--- src/rtl/opc_intc_if.sv ---
// opc_intc_if -- CPU-side bus of the OPC interrupt controller.
//   vio      IO-cycle qualifier          rnw      1 = read, 0 = write
//   address  CPU address                 din      CPU write data
//   dout     read data (combinational)   int_req  registered interrupt request
//   vector   registered vector           ack      one-clken-cycle take pulse
// slave  : the controller side.  master : the CPU side.
interface opc_intc_if #(
    parameter int DW = 16
) ();
    logic          vio;
    logic          rnw;
    logic [DW-1:0] address;
    logic [DW-1:0] din;
    logic [DW-1:0] dout;
    logic          int_req;
    logic [DW-1:0] vector;
    logic          ack;

    modport slave  (input  vio, rnw, address, din, ack,
                    output dout, int_req, vector);
    modport master (output vio, rnw, address, din, ack,
                    input  dout, int_req, vector);
endinterface

--- src/rtl/opc_intc.sv ---
// opc_intc -- prioritised, vectored interrupt controller for the OPC CPU.
// Channel 0 is the highest priority. Four IO registers at IO_BASE..IO_BASE+3:
//   0 PEND (read pending / write-1-clear edge pending), 1 MASK, 2 EDGE,
//   3 STAT (read {int_req, id[11:8], isr}; any write is an EOI).
// Ports:
//   clk      system clock
//   reset_b  asynchronous active-low reset
//   clken    clock enable for every state update
//   irq_b    NCHAN active-low request lines, asynchronous to clk
//   bus      opc_intc_if.slave (vio, rnw, address, din, dout, int_req, vector, ack)
// Build option: define OPC_INTC_NEST_EN for priority-nested servicing; the
// default build is single-level (any in-service bit blocks all candidates).

// Per-channel front end: two-flop synchroniser, falling-edge latch, pending.
module opc_intc_chan (
    input  logic clk,
    input  logic reset_b,
    input  logic clken,
    input  logic irq_b,
    input  logic edge_mode,
    input  logic clr,
    output logic pend
);
    logic s1, s2, s3, edge_pend;

    // Sync flops reset to the inactive (high) level so reset release never
    // looks like a falling edge.
    always_ff @(posedge clk or negedge reset_b) begin
        if (!reset_b) begin
            s1        <= 1'b1;
            s2        <= 1'b1;
            s3        <= 1'b1;
            edge_pend <= 1'b0;
        end else if (clken) begin
            s1 <= irq_b;
            s2 <= s1;
            s3 <= s2;
            // A new edge beats a same-cycle clear.
            if (s3 && !s2 && edge_mode)
                edge_pend <= 1'b1;
            else if (clr)
                edge_pend <= 1'b0;
        end
    end

    assign pend = edge_mode ? edge_pend : ~s2;
endmodule

module opc_intc #(
    parameter int            NCHAN      = 8,
    parameter int            DW         = 16,
    parameter logic [DW-1:0] IO_BASE    = 16'hFE00,
    parameter logic [DW-1:0] VEC_BASE   = 16'h0002,
    parameter int            VEC_STRIDE = 2
) (
    input  logic             clk,
    input  logic             reset_b,
    input  logic             clken,
    input  logic [NCHAN-1:0] irq_b,
    opc_intc_if.slave        bus
);
    localparam int IDW = 4;

    typedef enum logic {IDLE, REQ} state_t;

    state_t           state, state_n;
    logic [NCHAN-1:0] mask_r, edge_r, isr, isr_n, isr_lo, allowed;
    logic [NCHAN-1:0] pend, req, w1c, chan_clr, id_oh;
    logic [IDW-1:0]   id_r, id_n, cand_id;
    logic [DW-1:0]    vector_r, vec_n, cand_vec, off;
    logic             int_req_r, int_req_n, cand_vld, ack_take;
    logic             sel, wr, rd, eoi;

    // ---------------- register decode ----------------
    assign off = bus.address - IO_BASE;
    assign sel = bus.vio && (off < DW'(4));
    assign wr  = clken && sel && !bus.rnw;
    assign rd  = sel && bus.rnw;
    assign w1c = (wr && off[1:0] == 2'd0) ? bus.din[NCHAN-1:0] : '0;
    assign eoi = wr && off[1:0] == 2'd3;

    // ---------------- channel front ends ----------------
    assign id_oh    = NCHAN'(1) << id_r;
    assign chan_clr = w1c | (ack_take ? id_oh : '0);

    opc_intc_chan u_chan [NCHAN-1:0] (
        .clk       (clk),
        .reset_b   (reset_b),
        .clken     (clken),
        .irq_b     (irq_b),
        .edge_mode (edge_r),
        .clr       (chan_clr),
        .pend      (pend)
    );

    // ---------------- priority ----------------
    // isr_lo isolates the highest-priority in-service bit.
    assign isr_lo = isr & (~isr + NCHAN'(1));
`ifdef OPC_INTC_NEST_EN
    // Only channels strictly above the active service level may interrupt.
    assign allowed = (isr == '0) ? '1 : (isr_lo - NCHAN'(1));
`else
    assign allowed = (isr == '0) ? '1 : '0;
`endif
    assign req = pend & mask_r & allowed;

    always_comb begin
        cand_vld = 1'b0;
        cand_id  = '0;
        for (int i = NCHAN - 1; i >= 0; i--) begin
            if (req[i]) begin
                cand_vld = 1'b1;
                cand_id  = IDW'(i);
            end
        end
    end

    assign cand_vec = VEC_BASE + DW'(cand_id) * DW'(VEC_STRIDE);

    // ---------------- FSM ----------------
    always_ff @(posedge clk or negedge reset_b) begin
        if (!reset_b)
            state <= IDLE;
        else if (clken)
            state <= state_n;
    end

    always_comb begin
        state_n   = state;
        int_req_n = int_req_r;
        vec_n     = vector_r;
        id_n      = id_r;
        ack_take  = 1'b0;
        case (state)
            IDLE: begin
                if (cand_vld) begin
                    state_n   = REQ;
                    int_req_n = 1'b1;
                    vec_n     = cand_vec;
                    id_n      = cand_id;
                end
            end
            REQ: begin
                // Locked: ack wins over a same-cycle MASK write; otherwise
                // withdraw once the locked channel is no longer live.
                if (bus.ack) begin
                    ack_take  = 1'b1;
                    state_n   = IDLE;
                    int_req_n = 1'b0;
                end else if ((pend & mask_r & id_oh) == '0) begin
                    state_n   = IDLE;
                    int_req_n = 1'b0;
                end
            end
            default: state_n = IDLE;
        endcase
    end

    // EOI retires against the pre-ack ISR, then ack sets its bit.
    assign isr_n = (eoi ? (isr & ~isr_lo) : isr) | (ack_take ? id_oh : '0);

    always_ff @(posedge clk or negedge reset_b) begin
        if (!reset_b) begin
            int_req_r <= 1'b0;
            vector_r  <= VEC_BASE;
            id_r      <= '0;
            mask_r    <= '0;
            edge_r    <= '0;
            isr       <= '0;
        end else if (clken) begin
            int_req_r <= int_req_n;
            vector_r  <= vec_n;
            id_r      <= id_n;
            isr       <= isr_n;
            if (wr && off[1:0] == 2'd1) mask_r <= bus.din[NCHAN-1:0];
            if (wr && off[1:0] == 2'd2) edge_r <= bus.din[NCHAN-1:0];
        end
    end

    assign bus.int_req = int_req_r;
    assign bus.vector  = vector_r;

    // ---------------- read mux ----------------
    // For NCHAN > 8 the ISR field overlaps the id/int_req fields; they are ORed.
    always_comb begin
        bus.dout = '0;
        if (rd) begin
            case (off[1:0])
                2'd0:    bus.dout = DW'(pend);
                2'd1:    bus.dout = DW'(mask_r);
                2'd2:    bus.dout = DW'(edge_r);
                default: bus.dout = DW'(isr) | (DW'(id_r) << 8) | (DW'(int_req_r) << 15);
            endcase
        end
    end
endmodule
--- src/flat_wrapper.sv ---
// flat-port wrapper written by rule: the top's interface ports become plain ports
module opc_intc_flat 
#(
    parameter int            NCHAN      = 8,
    parameter int            DW         = 16,
    parameter logic [DW-1:0] IO_BASE    = 16'hFE00,
    parameter logic [DW-1:0] VEC_BASE   = 16'h0002,
    parameter int            VEC_STRIDE = 2
)
  (clk, reset_b, clken, irq_b, bus_vio, bus_rnw, bus_address, bus_din, bus_ack, bus_dout, bus_int_req, bus_vector);
  opc_intc_if #(.DW(DW)) bus_i ();
  input  logic clk;
  input  logic reset_b;
  input  logic clken;
  input  logic [NCHAN-1:0] irq_b;
  input wire logic [$bits(bus_i.vio)-1:0] bus_vio;
  input wire logic [$bits(bus_i.rnw)-1:0] bus_rnw;
  input wire logic [$bits(bus_i.address)-1:0] bus_address;
  input wire logic [$bits(bus_i.din)-1:0] bus_din;
  input wire logic [$bits(bus_i.ack)-1:0] bus_ack;
  output wire logic [$bits(bus_i.dout)-1:0] bus_dout;
  output wire logic [$bits(bus_i.int_req)-1:0] bus_int_req;
  output wire logic [$bits(bus_i.vector)-1:0] bus_vector;
  assign bus_i.vio = bus_vio;
  assign bus_i.rnw = bus_rnw;
  assign bus_i.address = bus_address;
  assign bus_i.din = bus_din;
  assign bus_i.ack = bus_ack;
  assign bus_dout = bus_i.dout;
  assign bus_int_req = bus_i.int_req;
  assign bus_vector = bus_i.vector;
  opc_intc #(.NCHAN(NCHAN), .DW(DW), .IO_BASE(IO_BASE), .VEC_BASE(VEC_BASE), .VEC_STRIDE(VEC_STRIDE)) u_core (.clk(clk), .reset_b(reset_b), .clken(clken), .irq_b(irq_b), .bus(bus_i));
endmodule
--- config.mk ---
export PLATFORM = sky130hd
export DESIGN_NAME = opc_intc_flat
export DESIGN_NICKNAME = d
export VERILOG_FILES = /design/src/rtl/opc_intc_if.sv /design/src/rtl/opc_intc.sv /design/src/flat_wrapper.sv
export SDC_FILE = /design/constraint.sdc
export NUM_CORES = 1
export LEC_CHECK = 0
export CORE_MARGIN = 1.5
export CORE_UTILIZATION = 53
export CTS_BUF_LIST = sky130_fd_sc_hd__clkbuf_2 sky130_fd_sc_hd__clkbuf_4 sky130_fd_sc_hd__clkbuf_8
export DETAILED_ROUTE_END_ITERATION = 10
export PLACE_DENSITY_LB_ADDON = 0.12
export SKIP_LAST_GASP = 1
export SYNTH_ARGS = -nofsm -noshare
export SYNTH_HDL_FRONTEND = slang
export SYNTH_SLANG_ARGS = --single-unit
--- constraint.sdc ---
create_clock -name clk -period 3.3 [get_ports clk]
set_input_delay 0.66 -clock clk [delete_from_list [all_inputs] [get_ports clk]]
set_output_delay 0.66 -clock clk [all_outputs]
set_load 0.05 [all_outputs]
==> After elaboration in Yosys (flattened, before gate mapping) <==
Cells that the tools add are included.
{ "classes": {"add_sub_neg": 3, "order_cmp": 1, "eq_ne": 5, "shift": 1, "muxes": 56, "bitwise_logic": 20, "n_reduce_logical": 56} }
{ "ops": {"columns": ["cell", "n"], "rows": [
  ["$pmux 16 s3", 1],
  ["$and 8x8->8", 5],
  ["$mux 1", 40],
  ["$mux 8", 4],
  ["$mux 4", 7],
  ["$logic_and 1x1->1", 24],
  ["$reduce_and 2->1", 10],
  ["$logic_not 8->1", 2],
  ["$lt 16x3->1 const B", 1],
  ["$mux 16", 1],
  ["$not 8->8", 2],
  ["$or 16x16->16", 1],
  ["$or 8x8->8", 2],
  ["$reduce_bool 2->1", 8],
  ["$sub 16x16->16 const B", 1],
  ["$or 8x12->12", 1],
  ["$logic_not 1->1", 9],
  ["$not 1->1", 9],
  ["$add 8x1->8 const B", 1],
  ["$shl 1x4->8 const A", 1],
  ["$add 2x5->6 const A", 1],
  ["$reduce_and 3->1", 2],
  ["$eq 2x2->1 const B", 2],
  ["$pmux 1 s2", 2],
  ["5 further kinds", 5]
]} }
{ "word_totals": {"reg_bits": 78, "in_bits": 46, "out_inout_bits": 33} }

==> Depth between registers and ports, before layout <==
{ "logic_depth": {"ltp_word": 14, "mapped_depth": 8, "depth_no_buf": 8} }

==> Hierarchy <==
From an unflattened synthesis, not the netlist that was laid out.
{ "unflattened": {"cells_unflattened": 324, "hier_area_um2": 3617.2} }
{ "by_module_without_submodules": {"columns": ["module", "instances", "cells_per_inst", "area_per_inst_um2", "seq_area_each_um2"], "rows": [
  ["opc_intc", 1, 228, 2285.9, 827.0],
  ["opc_intc_chan", 8, 12, 166.4, 103.8]
]} }

==> Worst setup path before layout <==
No wires, ideal clock.
{ "synth_path": {"kind": "input port to output port", "startpoint": "input port bus_address[9]", "endpoint": "output port bus_dout[10]", "t_arrival_ns": 2.637, "required_ns": 2.640, "setup_slack_ns": 0.003, "cell_stages": 7, "path_buffers": 2, "path_cell_list": "ha_1 > nand3b_1 > or3_1 > buf_6 > nor4b_2 > clkbuf_1 > and4_1"} }
{ "synth_between": {"elab_chain_cells": 5} }
{ "synth_lines": {"columns": ["element", "line", "source"], "rows": [
  ["start, declared", "flat_wrapper.sv:18", "input wire logic [$bits(bus_i.address)-1:0] bus_address;"],
  ["$sub 16x16->16", "opc_intc.sv:75", "assign off = bus.address - IO_BASE;"],
  ["$lt 16x3->1", "opc_intc.sv:76", "assign sel = bus.vio && (off < DW'(4));"],
  ["$logic_and 1x1->1", "opc_intc.sv:76", null],
  ["$logic_and 1x1->1", "opc_intc.sv:78", "assign rd = sel && bus.rnw;"],
  ["$mux 16", "opc_intc.sv:187", "if (rd) begin"],
  ["end, declared", "flat_wrapper.sv:21", "output wire logic [$bits(bus_i.dout)-1:0] bus_dout;"]
]} }
Every way passes these cells.

==> Final worst setup path <==
{ "layout_path": {"startpoint": "input port bus_address[11]", "endpoint": "output port bus_dout[8]"} }
Same word-level chain as after synthesis.

==> out/metrics.cfg <==
[logic_synthesis]
netlist_area_sq_mm = 0.00380
ys_seq_area_frac = 0.436
synthDistinctLibCells = 56
synth_ff_type = dfrtp_1
ys_ff_latch = 65
async_flop_share = 1.00
synth_edf_count = 0
syn_area_per_cell_sq_um = 11.0
syn-instance-count = 347
yosysWarnings = 0

[die]
start_util = 0.554
die_x_microns = 87.7
row_count = 30
die_h_microns = 87.7
ioPinCount = 79
dieArea_sq_mm = 0.00770
core-area_sq_mm = 0.00687

[cts]
clk_path_buf_depth = 2
clk_latency_ns = 0.35
cts.sinks = 65
numCtsBuffers = 9
path_clk_slew_ns = 0.08
cts_tree = done
post-cts-setup-buffer-count = 0
holdBufCountCts = 0
cts_root_buf = clkbuf_8
h-tree-depth = 3

[cells_and_area]
finish.instance_area_sq_mm = 0.00489
num_antenna_cells = 0
area_delta_synth_final_pct = 28.6
final_nets = 471
nFillCells = 506
drive_gt1_frac = 0.357

[timing]
hold_viol_final = 0
clock.fmax_ghz = 0.310
holdWs_ns = 0.250
finalMaxSlewViolations = 0
slew_headroom = 0.479
rsz0062_at_grt = no
min_period_ns = 3.23
worstMarginPinSlew_ns = 0.776
period_share = 0.978
clock_skew_ns = 0.0148
setup_viol = 0

[run]
drv_cap = 0

[power]
p_comb_frac = 0.139
seq_power_share = 0.490
power.density_mw_per_mm2 = 376
power_leakage_nw = 2.15
total_power_mw = 1.84
p_switching_mw = 0.465
p_int_mw = 1.38
p_clk_frac = 0.371
switching_share = 0.253
max-vdd-ir-drop_v = 0.000325

[run_status]
status = completed

[global_routing]
grt_pass1_wl_mm = 14.2
grt_remaining_overflow = 0
grt_max_degree = 29
grt_pass1_vias = 2908
antenna_found_initial = 0
grt_usage = 0.249

[drt]
drt_iter0_drc = 259
wl_per_cell_microns = 17.3
finalWirelength_mm = 9.05
vias = 3108
drt-pass1-iter-count = 6
ant_nets = 0
drc = 0
vias_per_cell = 5.93

[critical_path]
cp_max_fo = 6
r2r-start = u_core.isr[0]
timing.reg2reg.setup_slack_ns = 0.79
critPathLaunchType = input port
reg2reg_to = u_core.bus.vector[3]
reg2regPathDepth = 8
worstSetupPathType = input port to primary output
cp-end-kind = primary output
cp.required_ns = 2.64
arrival_ns = 2.57

[place]
gp_congestion = 0.903
dp_hpwl_mm = 6.54
port-buffer-count = 54
post_dp_cell_area_sq_mm = 0.00466

[worst_hold_path]
min_path_type = input port to asynchronous set/reset pin

-- cell usage after synthesis (2+ instances only) --
cell | number | share of area
a211oi_1 | 2 | 0.0039
a21oi_1 | 26 | 0.034
a22o_1 | 2 | 0.0046
a31oi_1 | 8 | 0.013
and2_1 | 13 | 0.021
and3_1 | 2 | 0.0033
and4_1 | 5 | 0.012
and4b_1 | 8 | 0.021
buf_4 | 16 | 0.032
clkbuf_1 | 10 | 0.0099
dfrtp_1 | 40 | 0.26
dfstp_2 | 25 | 0.17
ha_1 | 2 | 0.0066
inv_1 | 5 | 0.0049
mux2_2 | 42 | 0.12
mux4_2 | 6 | 0.036
nand2_1 | 13 | 0.013
nand2b_1 | 12 | 0.020
nand3_1 | 15 | 0.020
nand3b_1 | 4 | 0.0079
nand4_1 | 7 | 0.012
nand4b_1 | 2 | 0.0046
nor2_1 | 11 | 0.011
nor2b_1 | 13 | 0.021
nor3_1 | 4 | 0.0053
nor3b_1 | 3 | 0.0059
nor4_1 | 3 | 0.0049
nor4_4 | 3 | 0.017
nor4b_2 | 2 | 0.0079
o211a_1 | 2 | 0.0053
o211ai_1 | 6 | 0.012
o21a_1 | 2 | 0.0039
o21ai_0 | 6 | 0.0079
or3_1 | 4 | 0.0066
xnor2_1 | 2 | 0.0046
-- layout make-up --
type	count	area, sq um	area share
Timing Repair Buffer	78	830	0.170
Tap cell	96	120	0.0245
Inverter	5	18.8	0.00384
Clock inverter	4	45.0	0.00920
Clock buffer	12	153	0.0312
Multi-Input combinational cell	264	2070	0.423
Sequential cell	65	1660	0.339
-- layout by cell type, fill, tap and decap left out, types with 3 or more instances in the layout --
master / count
a21oi_1: 26
a31oi_1: 8
and2_1: 13
and4_4: 4
and4b_1: 8
buf_12: 14
buf_4: 22
clkbuf_2: 7
clkbuf_8: 10
clkdlybuf4s50_1: 27
clkinv_2: 3
conb_1: 16
dfrtp_1: 40
dfstp_2: 25
dlygate4sd2_1: 3
dlymetal6s2s_1: 3
inv_1: 5
mux2_2: 42
mux4_2: 6
nand2_1: 13
nand2b_1: 12
nand3_1: 15
nand3b_1: 4
nand4_1: 7
nor2_1: 11
nor2b_1: 13
nor3_1: 4
nor4_4: 3
o211ai_1: 6
o21ai_0: 5
or3_1: 3
-- worst max-delay path, cell delays in order --
cell and delay, ns:
dlygate4sd2_1 0.29, xnor2_2 0.18, nand2_1 0.08, or3_4 0.40, nor4b_4 0.37, buf_4 0.22, and4_4 0.24, buf_12 0.13
-- power by group through the flow --
stage | Sequential (mW) | Combinational [mW] | Clock (mW)
after floorplan | 0.911 | 0.171 | 0
after global placement | 0.914 | 0.250 | 0
after detailed placement | 0.917 | 0.257 | 0
after CTS | 0.903 | 0.259 | 0.694
after global routing | 0.909 | 0.278 | 0.722
final | 0.903 | 0.256 | 0.682
-- stage by stage --
step                      worst slack, ns  TNS (ns)   util  cells
after floorplan                   0.00288         0      -    362
after global placement             -0.217     -2.21  0.679    507
after detailed placement           -0.266     -2.80  0.679    507
after CTS                         0.00118         0  0.715    524
after global routing              0.00285         0  0.712    524
final                              0.0715         0  0.712    524
-- how the worst max path moves through the flow --
stage / startpoint / depth (start not counted) / to
2_1_floorplan: bus_address[9] / 7 / bus_dout[10]
3_3_place_gp: bus_address[10] / 8 / bus_dout[9]
3_5_place_dp: bus_address[9] / 9 / bus_dout[15]
4_1_cts: bus_address[10] / 10 / bus_dout[8]
5_1_grt: bus_address[10] / 8 / bus_dout[10]
6_report: bus_address[11] / 8 / bus_dout[8]
-- flip-flops by register name, summed over array words and instances (netlist names) --
register                 count
u_core.u_chan.s3             8
u_core.id_r                  3
u_core.u_chan.edge_pend      8
u_core.bus.int_req           1
u_core.edge_r                8
u_core.bus.vector            4
u_core.isr                   8
u_core.mask_r                8
u_core.u_chan.s2             8
u_core.u_chan.s1             8
u_core.state                 1
-- logic make-up (layout without fill, tap and decap cells) --
family          count (synthesis)  after routing  synth area share
compound gates                 66             66             0.114
xor+xnor                        3              3           0.00691
fa+ha+maj                       2              2           0.00658
buf+inv                        33             99            0.0503
flops                          65             65             0.436
mux                            49             49             0.162
other cells                     1             16          0.000986
simple gates                  128            128             0.223
-- what timing repair did --
| action | in CTS | in global routing |
|---|---|---|
| gates resized for setup | 27 | 18 |
| pin swaps | 8 | 6 |
| gates cloned | 1 | 0 |
| endpoints found under the setup margin | 12 | 12 |
-- layer usage --
metal / track usage / up-vias / wire, microns
met2: 0.388 / 145 / 4190
met5: 0 / - / 0
met1: 0.334 / 1496 / 3960
li1: - / 1430 / -
met4: 0.120 / 0 / 296
met3: 0.0481 / 37 / 605
(Power assumes the default switching activity.)
